### config.mk
export PLATFORM = sky130hd
export DESIGN_NAME = adder_stream_driver
export DESIGN_NICKNAME = d
export VERILOG_FILES = /design/src/rtl/adder_stream_pkg.sv /design/src/rtl/adder_stream_driver_fifo.sv /design/src/rtl/adder_stream_driver.sv
export SDC_FILE = /design/constraint.sdc
export NUM_CORES = 1
export LEC_CHECK = 0
export CAP_MARGIN = 20
export CORE_UTILIZATION = 45
export DETAILED_ROUTE_END_ITERATION = 12
export GPL_TIMING_DRIVEN = 0
export PLACE_DENSITY = 0.67
export SYNTH_ARGS = -nofsm -noshare
export SYNTH_HDL_FRONTEND = slang
export SYNTH_HIERARCHICAL = 1
export SYNTH_SLANG_ARGS = --single-unit
### constraint.sdc
create_clock -name clk_i -period 8.42 [get_ports clk_i]
set_clock_uncertainty 0.2 [all_clocks]
set_input_delay 1.684 -clock clk_i [delete_from_list [all_inputs] [get_ports clk_i]]
set_output_delay 1.684 -clock clk_i [all_outputs]
set_load 0.05 [all_outputs]
### src/rtl/adder_stream_pkg.sv
// Shared types and defaults for the adder stream driver.
// Latency: n/a (types and constants only).
// Backpressure: n/a.
package adder_stream_pkg;

  // Operand/result width of the registered adder this driver feeds.
  localparam int W_DEF = 8;

  // Clock edges from the issue edge to the result-capture cycle:
  // one for the adder's input register, one for its output register.
  localparam int LAT_DEF = 2;

  typedef logic [W_DEF-1:0] data_t;

  typedef struct packed {
    data_t a;
    data_t b;
  } pair_t;

endpackage

### src/rtl/adder_stream_driver_fifo.sv
// Generic synchronous FIFO with wrap-bit pointers and occupancy count.
// Latency: data pushed at edge N is visible at the head after edge N (no bypass).
// Backpressure: push ignored while full, pop ignored while empty.
module sync_fifo #(
  parameter int WIDTH = 8,
  parameter int DEPTH = 4
) (
  input  logic                     clk_i,
  input  logic                     rst_n,
  input  logic                     push,
  input  logic [WIDTH-1:0]         push_dat,
  input  logic                     pop,
  output logic [WIDTH-1:0]         pop_dat,
  output logic                     full,
  output logic                     empty,
  output logic [$clog2(DEPTH):0]   count
);

  localparam int AW = $clog2(DEPTH);

  logic [WIDTH-1:0] mem [DEPTH];
  logic [AW:0]      wr_ptr;
  logic [AW:0]      rd_ptr;
  logic             do_push;
  logic             do_pop;

  assign do_push = push && !full;
  assign do_pop  = pop && !empty;

  // Equal pointers mean empty; same index with differing wrap bit means full.
  assign empty   = (wr_ptr == rd_ptr);
  assign full    = (wr_ptr[AW] != rd_ptr[AW]) && (wr_ptr[AW-1:0] == rd_ptr[AW-1:0]);
  assign count   = wr_ptr - rd_ptr;
  assign pop_dat = mem[rd_ptr[AW-1:0]];

  // Pointer update; simultaneous push and pop both advance.
  always_ff @(posedge clk_i or negedge rst_n) begin
    if (!rst_n) begin
      wr_ptr <= '0;
      rd_ptr <= '0;
    end else begin
      if (do_push) wr_ptr <= wr_ptr + 1'b1;
      if (do_pop)  rd_ptr <= rd_ptr + 1'b1;
    end
  end

  // Storage write; contents need no reset since empty masks them.
  always_ff @(posedge clk_i) begin
    if (do_push) mem[wr_ptr[AW-1:0]] <= push_dat;
  end

endmodule

### src/rtl/adder_stream_driver.sv
// Streams operand pairs into an external registered adder and buffers its results.
// Latency: input handshake at edge E -> issue at E+1 -> result at out head after E+3 (LAT=2).
// Backpressure: issue only while output credits remain, so no result is ever dropped.
module adder_stream_driver
  import adder_stream_pkg::*;
#(
  parameter int W         = W_DEF,
  parameter int IN_DEPTH  = 4,
  parameter int OUT_DEPTH = 4,
  parameter int LAT       = LAT_DEF,
  parameter int CNT_W     = 16
) (
  input  logic             clk_i,
  input  logic             reset_i,
  input  logic             in_valid_i,
  output logic             in_ready_o,
  input  logic [W-1:0]     in_a_i,
  input  logic [W-1:0]     in_b_i,
  output logic [W-1:0]     a_o,
  output logic [W-1:0]     b_o,
  input  logic [W-1:0]     res_i,
  output logic             out_valid_o,
  input  logic             out_ready_i,
  output logic [W-1:0]     out_sum_o,
  output logic [CNT_W-1:0] done_cnt_o
);

  localparam int IN_CW  = $clog2(IN_DEPTH) + 1;
  localparam int OUT_CW = $clog2(OUT_DEPTH) + 1;

  typedef struct packed {
    logic [W-1:0] a;
    logic [W-1:0] b;
  } op_pair_t;

  op_pair_t          in_push_dat;
  op_pair_t          in_head;
  logic              in_push;
  logic              in_full;
  logic              in_empty;
  logic [IN_CW-1:0]  in_count;

  logic              out_push;
  logic              out_pop;
  logic              out_full;
  logic              out_empty;
  logic [OUT_CW-1:0] out_count;

  logic              run_q;
  logic [LAT-1:0]    v_q;
  logic              issue;
  logic              capture;
  int                inflight;

  // ---------------------------------------------------------------------------
  // Input side: ready is held low until the first edge after reset release.
  // ---------------------------------------------------------------------------
  assign in_ready_o  = run_q && !in_full;
  assign in_push     = in_valid_i && in_ready_o;
  assign in_push_dat = '{a: in_a_i, b: in_b_i};

  sync_fifo #(
    .WIDTH (2*W),
    .DEPTH (IN_DEPTH)
  ) u_in_fifo (
    .clk_i    (clk_i),
    .rst_n    (reset_i),
    .push     (in_push),
    .push_dat (in_push_dat),
    .pop      (issue),
    .pop_dat  (in_head),
    .full     (in_full),
    .empty    (in_empty),
    .count    (in_count)
  );

  // Ready enable: released synchronously one edge after reset deasserts.
  always_ff @(posedge clk_i or negedge reset_i) begin
    if (!reset_i) run_q <= 1'b0;
    else          run_q <= 1'b1;
  end

  // ---------------------------------------------------------------------------
  // Credit check: registered output occupancy plus results still in the adder
  // must leave room for one more. A same-cycle output pop is not counted, so
  // credit returns one cycle late but can never overcommit.
  // ---------------------------------------------------------------------------
  // Count in-flight results and decide whether to issue this cycle.
  always_comb begin
    inflight = 0;
    for (int i = 0; i < LAT; i++) begin
      if (v_q[i]) inflight = inflight + 1;
    end
    issue = !in_empty && ((int'(out_count) + inflight) < OUT_DEPTH);
  end

  // Issue register: present the FIFO head to the adder; hold otherwise.
  always_ff @(posedge clk_i or negedge reset_i) begin
    if (!reset_i) begin
      a_o <= '0;
      b_o <= '0;
    end else if (issue) begin
      a_o <= in_head.a;
      b_o <= in_head.b;
    end
  end

  // In-flight valid pipe tracking each issued pair through the adder.
  always_ff @(posedge clk_i or negedge reset_i) begin
    if (!reset_i) v_q <= '0;
    else          v_q <= {v_q[LAT-2:0], issue};
  end

  // ---------------------------------------------------------------------------
  // Output side: the adder's result is valid while the last pipe stage is set.
  // ---------------------------------------------------------------------------
  assign capture     = v_q[LAT-1];
  assign out_push    = capture;
  assign out_valid_o = !out_empty;
  assign out_pop     = out_valid_o && out_ready_i;

  sync_fifo #(
    .WIDTH (W),
    .DEPTH (OUT_DEPTH)
  ) u_out_fifo (
    .clk_i    (clk_i),
    .rst_n    (reset_i),
    .push     (out_push),
    .push_dat (res_i),
    .pop      (out_pop),
    .pop_dat  (out_sum_o),
    .full     (out_full),
    .empty    (out_empty),
    .count    (out_count)
  );

  // Completed-transaction counter, wraps naturally at all-ones.
  always_ff @(posedge clk_i or negedge reset_i) begin
    if (!reset_i)     done_cnt_o <= '0;
    else if (out_pop) done_cnt_o <= done_cnt_o + 1'b1;
  end

  // A capture into a full output buffer would silently drop a result.
  a_no_capture_when_full : assert property (
    @(posedge clk_i) disable iff (!reset_i) !(capture && out_full)
  );

  // Input occupancy can never exceed the buffer size.
  a_in_count_bound : assert property (
    @(posedge clk_i) disable iff (!reset_i) int'(in_count) <= IN_DEPTH
  );

endmodule

==> results of run 1 <==
final cells by class:
type / count / area (sq um) / share of cell area (%)
Sequential cell: 143 / 4059 / 54.55
Multi-Input combinational cell: 151 / 1689 / 22.70
Timing Repair Buffer: 70 / 713.2 / 9.585
Clock buffer: 17 / 425.4 / 5.717
Clock inverter: 15 / 222.7 / 2.993
Tap cell: 172 / 215.2 / 2.892
Buffer: 8 / 60.06 / 0.8071
Inverter: 15 / 56.30 / 0.7567
report_power, final:
part / switching [mW] / internal [mW] / total, mW / leakage [nW]
sequential: 0.0987 / 0.941 / 1.04 / 1.45
clock: 0.269 / 0.548 / 0.817 / 0.316
combinational: 0.794 / 0.658 / 1.45 / 1.09
per-layer routing:
| metal | vias to the layer above | GRT usage (%) |
|---|---|---|
| met1 | 1502 | 20.04 |
| li1 | 1373 | - |
| met4 | 0 | 8.718 |
| met5 | - | 0 |
| met2 | 58 | 27.34 |
| met3 | 15 | 4.982 |
worst max-delay path by stage:
| stage | end | cells past startpoint | slack (ns) | from |
|---|---|---|---|---|
| final | in_ready_o | 8 | 3.60 | u_in_fifo/rd_ptr[1] |
| after global routing | in_ready_o | 8 | 3.40 | u_in_fifo/rd_ptr[1] |
| after CTS | in_ready_o | 8 | 3.54 | u_in_fifo/rd_ptr[1] |
| after detailed placement | in_ready_o | 8 | 4.01 | u_in_fifo/rd_ptr[1] |
| after global placement | b_o[6] | 1 | 3.81 | reset_i |
| after floorplan | in_ready_o | 7 | 4.57 | u_in_fifo/rd_ptr[1] |
worst reg2reg max path, cell delays in order, from the launching register on:
cell	delay, ns
dfrtp_1	0.35
buf_2	0.26
buf_2	0.33
inv_1	0.08
ha_1	0.31
nand3_1	0.17
inv_1	0.07
nor2b_1	0.13
and2_1	0.23
and3_1	0.82
sequential cells by signal, summed over array words and instances, names as in the netlist:
| register | count |
|---|---|
| u_in_fifo/wr_ptr | 3 |
| u_in_fifo/rd_ptr | 3 |
| done_cnt_o | 16 |
| u_out_fifo/mem | 32 |
| u_out_fifo/wr_ptr | 3 |
| u_in_fifo/mem | 64 |
| b_o | 8 |
| u_out_fifo/rd_ptr | 3 |
| a_o | 8 |
| v_q | 2 |
| run_q | 1 |
==> metrics.md, run 1 <==
| Metric | Value |
|---|---|
| Cells after synthesis | `317` |
| Layout Cells excl Fill | `591` |
| Root buffer cell | `clkbuf_16` |
| PostCTS Resize Cnt | `0` |
| RSZ-0062 raised after global routing | `no` |
| CP Class | `reg2out` |
| RR Endpoint | `u_in_fifo/mem[2][12]` |
| FILL cells | `997` |
| Total Routing Usage GR | `16.67%` |
| Routed Antenna Nets | `0` |
| Final worst slack | `3.603 ns` |
| Die W | `116.2 um` |
| Via count | `2948` |
| Critical-path top delay cell | `clkdlybuf4s50_1` |
| Minimum clock period | `4.817 ns` |
| Largest net degree at the start of global routing | `27` |
| Syn Area/Cell | `18.50 sq um` |
| Setup tns final | `0 ns` |
| Critical path endpoint category | `output port` |
| Placement Cell Area | `6793 sq um` |
| First drt pass iteration count | `4` |
| Placeable Area | `12670 sq um` |
| Pwr/cell area | `444.5 nW/um^2` |
| Hold Fails Final Rpt | `0` |
| Layout cell share with drive strength beyond 1 | `23.87%` |
| DRC | `0` |
| Initial antenna violation count | `0` |
| Antenna Cells | `0` |
| Starting Density | `46.28%` |
| Worst slew pin tran | `0.9574 ns` |
| Reg clk slew, reported paths | `0.06 ns` |
| Vias per cell | `4.988` |
| Max Root-Sink Buffers | `2` |
| Leakage | `2.852 nW` |
| Grt ovf | `0` |
| Vias in the first global route | `3116` |
| Count of pins over their slew limit | `0` |
| Most common cell after layout, fill and taps aside | `edfxtp_1` |
| Critical Path AT | `2.93 ns` |
| Placer Congestion | `0.7255` |
| CTS tree | `built` |
| Place WS | `4.007 ns` |
| Commonest non-fill, non-tap cells in the layout | `edfxtp_1 (96), clkdlybuf4s50_1 (68), dfrtp_1 (47)` |
| Rows | `41` |
| Hold path start | `v_q[0]` |
| Worst hold endpoint | `v_q[1]` |
| Num CTS Buffers | `17` |
| Slew headroom | `36.17%` |
| WL met3 | `365 um` |
| Total chip power | `3.308 mW` |
| Synth Cell Area | `5864 sq um` |
| CP required | `6.54 ns` |
| CP Cell Sequence | `buf_2, buf_2, inv_1, ha_1, nand3_1, inv_1, nor2b_1, clkdlybuf4s50_1` |
| Met1 wire length | `4237 um` |
| Worst path max stage delay | `0.81 ns` |
| Drt wl/cell | `16.27 um` |
| R2r startpoint | `u_in_fifo/rd_ptr[1]` |
| WHS | `0.1888 ns` |
| R2R cell count | `9` |
| Hold_buf cts | `0` |
| Peak VDD IR | `0.2666 mV` |
| Design area | `7441 sq um` |
| Die height | `116.2 um` |
| Number of setup violations in the final report | `0` |
| Yosys warnings | `6` |
| Fmax | `207.6 MHz` |
| Max_cap viols | `0` |
| Starting DRT DRC Count | `145` |
| Post-Route Utilization | `58.72%` |
| Worst-Skew Late Latency | `0.42 ns` |
| Worst setup SP type | `flop` |
| Die ar. | `13490 sq um` |
| Ports | `70` |
| Crit-path max FO | `10` |
| R2R setup slack | `5.08 ns` |
| Worst Path Buf+Inv | `5` |
| Area grow syn2layout | `26.88%` |
| Met2 wire len | `4793 um` |
| Nets@finish | `452` |
| Placed insts | `559` |
| First-pass GRT wire length | `15880 um` |
| Number of buffers added on ports | `69` |
| Status | `finished, final reports clean` |
| Clock Sinks | `143` |
| Delay-heaviest family, CP | `buffers and inverters` |
| Final period utilization | `57.21%` |
| Post-CTS Setup Bufs | `0` |
| H-Tree Depth | `4` |
| Hold Path Stages | `0` |
| Highest Signal Layer | `met4` |
| Final wirelength | `9613 um` |
| HP Class | `reg2reg` |
| HPWL Detailed | `6102 um` |
| Syn nets | `363` |
Power figures use the tool's default switching activity.
==> inputs of run 2 (changes only) <==
==> constraint.sdc (replaced) <==
create_clock -name clk_i -period 4.55 [get_ports clk_i]
set_clock_uncertainty 0.2 [all_clocks]
set_input_delay 0.91 -clock clk_i [delete_from_list [all_inputs] [get_ports clk_i]]
set_output_delay 0.91 -clock clk_i [all_outputs]
set_load 0.05 [all_outputs]
==> results of run 2 <==
The final DEF is identical to that of run 1. Status: finished, final reports clean.
Among the figures that moved: setup slack after placement 4.007 ns -> 0.9109 ns; setup slack after layout 3.603 ns -> 0.5069 ns; register-to-register setup slack 5.08 ns -> 1.21 ns; total power 3.308 mW -> 6.121 mW; worst IR drop on VDD 0.2666 mV -> 0.4933 mV
==> inputs of run 3 (changes only) <==
--- a/config.mk
+++ b/config.mk
@@ -6,6 +6,7 @@
 export NUM_CORES = 1
 export LEC_CHECK = 0
 export CAP_MARGIN = 20
+export CORE_MARGIN = 2
 export CORE_UTILIZATION = 45
 export DETAILED_ROUTE_END_ITERATION = 12
 export GPL_TIMING_DRIVEN = 0
==> constraint.sdc (replaced) <==
create_clock -name clk_i -period 4.8 [get_ports clk_i]
set_clock_uncertainty 0.2 [all_clocks]
set_input_delay 0.96 -clock clk_i [delete_from_list [all_inputs] [get_ports clk_i]]
set_output_delay 0.96 -clock clk_i [all_outputs]
set_load 0.05 [all_outputs]
==> run 3 against run 2 <==
Effect of this change: routed wire length increased by 3.9%; critical path depth did not move; utilization is 0.48 points lower; cell count unchanged; clock-buffer cell count did not move; worst setup slack improved by 0.19 ns; sequential cell count unchanged; sequential share of layout area is 0.45 points higher; via count about the same; combinational power fell by 5%; critical path type unchanged; critical endpoint unchanged; largest cell class unchanged; largest power group unchanged.
==> metrics.md, run 3 (synthesis results as in run 1) <==
| Metric | Value |
|---|---|
| Vias per cell | `4.992 (was 4.988)` |
| Crit-path max FO | `10 (unchanged)` |
| HP Class | `reg2reg (unchanged)` |
| R2R setup slack | `1.49 ns (was 1.21 ns)` |
| CTS tree | `built (unchanged)` |
| Layout Cells excl Fill | `591 (unchanged)` |
| Placed insts | `559 (unchanged)` |
| DRC | `0 (unchanged)` |
| Multi-input gate area | `1689 sq um (unchanged)` |
| Layout cell share with drive strength beyond 1 | `24.82% (was 23.87%)` |
| Vias in the first global route | `3260 (was 3116)` |
| Clock Sinks | `143 (unchanged)` |
| Critical Path AT | `2.94 ns (was 2.93 ns)` |
| Critical path depth | `8 (unchanged)` |
| RR Endpoint | `u_in_fifo/mem[3][5] (was u_in_fifo/mem[2][12])` |
| Placement Cell Area | `6785 sq um (was 6793 sq um)` |
| Most common cell after layout, fill and taps aside | `edfxtp_1 (unchanged)` |
| Starting Density | `46.28% (unchanged)` |
| Starting DRT DRC Count | `199 (was 145)` |
| CP Cell Sequence | `buf_2, buf_2, inv_1, ha_1, nand3_1, inv_1, nor2b_1, clkdlybuf4s50_1 (unchanged)` |
| Peak VDD IR | `0.4055 mV (was 0.4933 mV)` |
| HPWL Detailed | `6320 um (was 6102 um)` |
| Fmax | `244.0 MHz` |
| Total chip power | `5.681 mW (was 6.121 mW)` |
| Max Root-Sink Buffers | `2 (unchanged)` |
| Ports | `70 (unchanged)` |
| CP startpoint | `u_in_fifo/rd_ptr[1] (unchanged)` |
| Critical path endpoint category | `output port (unchanged)` |
| Post-CTS Setup Bufs | `0 (unchanged)` |
| Worst setup endpoint | `in_ready_o (unchanged)` |
| Number of buffers added on ports | `69 (unchanged)` |
| Die W | `118.2 um (was 116.2 um)` |
| Number of setup violations in the final report | `0 (unchanged)` |
| Final wirelength | `9992 um (was 9613 um)` |
| R2R cell count | `9 (unchanged)` |
| Status | `finished, final reports clean (unchanged)` |
| Final period utilization | `85.38%` |
| Count of pins over their slew limit | `0 (unchanged)` |
| Antenna Cells | `0 (unchanged)` |
| Grt ovf | `0 (unchanged)` |
| Initial antenna violation count | `0 (unchanged)` |
| PostCTS Resize Cnt | `0 (unchanged)` |
| Critical-path top delay cell | `clkdlybuf4s50_1 (unchanged)` |
| Max_cap viols | `0 (unchanged)` |
| Die height | `118.2 um (was 116.2 um)` |
| Design area | `7380 sq um (was 7441 sq um)` |
| Area grow syn2layout | `25.84% (was 26.88%)` |
| Num CTS Buffers | `17 (unchanged)` |
| Via count | `2950 (was 2948)` |
| Worst setup SP type | `flop (unchanged)` |
| Worst slew pin tran | `0.9115 ns (was 0.9574 ns)` |
| Worst Path Buf+Inv | `5 (unchanged)` |
| Rows | `41 (unchanged)` |
| First drt pass iteration count | `4 (unchanged)` |
| Root buffer cell | `clkbuf_16 (unchanged)` |
| Sequential cell area | `4059 sq um (unchanged)` |
| R2r startpoint | `u_in_fifo/rd_ptr[1] (unchanged)` |
| Minimum clock period | `4.098 ns` |
| Total Routing Usage GR | `15.80% (was 16.67%)` |
| Largest net degree at the start of global routing | `26 (was 27)` |
| Reg clk slew, reported paths | `0.05 ns (was 0.06 ns)` |
| Routed Antenna Nets | `0 (unchanged)` |
| CP Class | `reg2out (unchanged)` |
| Die ar. | `13960 sq um (was 13490 sq um)` |
| Leakage | `2.821 nW (was 2.852 nW)` |
| Pwr/cell area | `769.8 nW/um^2 (was 822.7 nW/um^2)` |
| Nets@finish | `452 (unchanged)` |
| FILL cells | `1000 (was 997)` |
| Commonest non-fill, non-tap cells in the layout | `edfxtp_1 (96), clkdlybuf4s50_1 (68), dfrtp_1 (47) (unchanged)` |
| CP required | `3.64 ns (was 3.44 ns)` |
| H-Tree Depth | `4 (unchanged)` |
| First-pass GRT wire length | `16610 um (was 15880 um)` |
| Setup tns final | `0 ns (unchanged)` |
| Placer Congestion | `0.7394 (was 0.7255)` |
| WHS | `0.1938 ns (was 0.1888 ns)` |
| Placeable Area | `12670 sq um (unchanged)` |
| Worst path max stage delay | `0.83 ns (was 0.81 ns)` |
| Delay-heaviest family, CP | `buffers and inverters (unchanged)` |
| Hold Fails Final Rpt | `0 (unchanged)` |
| RSZ-0062 raised after global routing | `no (unchanged)` |
| Drt wl/cell | `16.91 um (was 16.27 um)` |
| Slew headroom | `39.23% (was 36.17%)` |
| Hold_buf cts | `0 (unchanged)` |
| Max FFs per register | `64 (unchanged)` |
| Worst-Skew Late Latency | `0.41 ns (was 0.42 ns)` |
## run 3: per-stage QoR
stage                     setup slack [ns]  util (%)
after global routing                0.4936     58.24
after global placement              0.9027     53.43
after floorplan                      1.460         -
after CTS                           0.6371     58.24
final                               0.7017     58.24
after detailed placement             1.104     53.55
## run 3: area by class of cell
type / instances / share of cell area (%)
Buffer: 8 / 0.8138
Clock buffer: 17 / 5.765
Clock inverter: 15 / 2.289
Inverter: 15 / 0.7630
Multi-Input combinational cell: 151 / 22.89
Sequential cell: 143 / 55.00
Tap cell: 172 / 2.916
Timing Repair Buffer: 70 / 9.563
## run 3: worst min-delay path by stage
stage / startpoint / endpoint / slack, ns / depth (start not counted)
finish: v_q[0] / v_q[1] / 0.19 / 0
global route: v_q[0] / v_q[1] / 0.20 / 0
CTS: v_q[0] / v_q[1] / 0.19 / 0
detailed placement: v_q[0] / v_q[1] / 0.18 / 0
global placement: v_q[0] / v_q[1] / 0.17 / 0
floorplan: v_q[0] / v_q[1] / 0.16 / 0
## run 3: routing by layer
| metal | vias up | global-route usage [%] | share of wire, % |
|---|---|---|---|
| li1 | 1375 | - | - |
| met4 | 0 | 6.175 | 1.5 |
| met3 | 15 | 5.550 | 5.6 |
| met1 | 1481 | 19.38 | 43 |
| met5 | - | 0 | 0 |
| met2 | 79 | 25.72 | 50 |
## run 3: where the power goes
group | internal [mW] | switching [mW]
clock network | 0.812 | 0.490
registers | 1.65 | 0.175
logic | 1.16 | 1.40
total | 3.62 | 2.06
## run 3: worst reg2reg max path: stages, from the launching register on
cell and delay (ns):
dfrtp_1 0.34, buf_2 0.27, buf_2 0.32, inv_1 0.08, ha_1 0.31, nand3_1 0.16
inv_1 0.06, nor2b_1 0.16, and2_1 0.24, and3_1 0.79
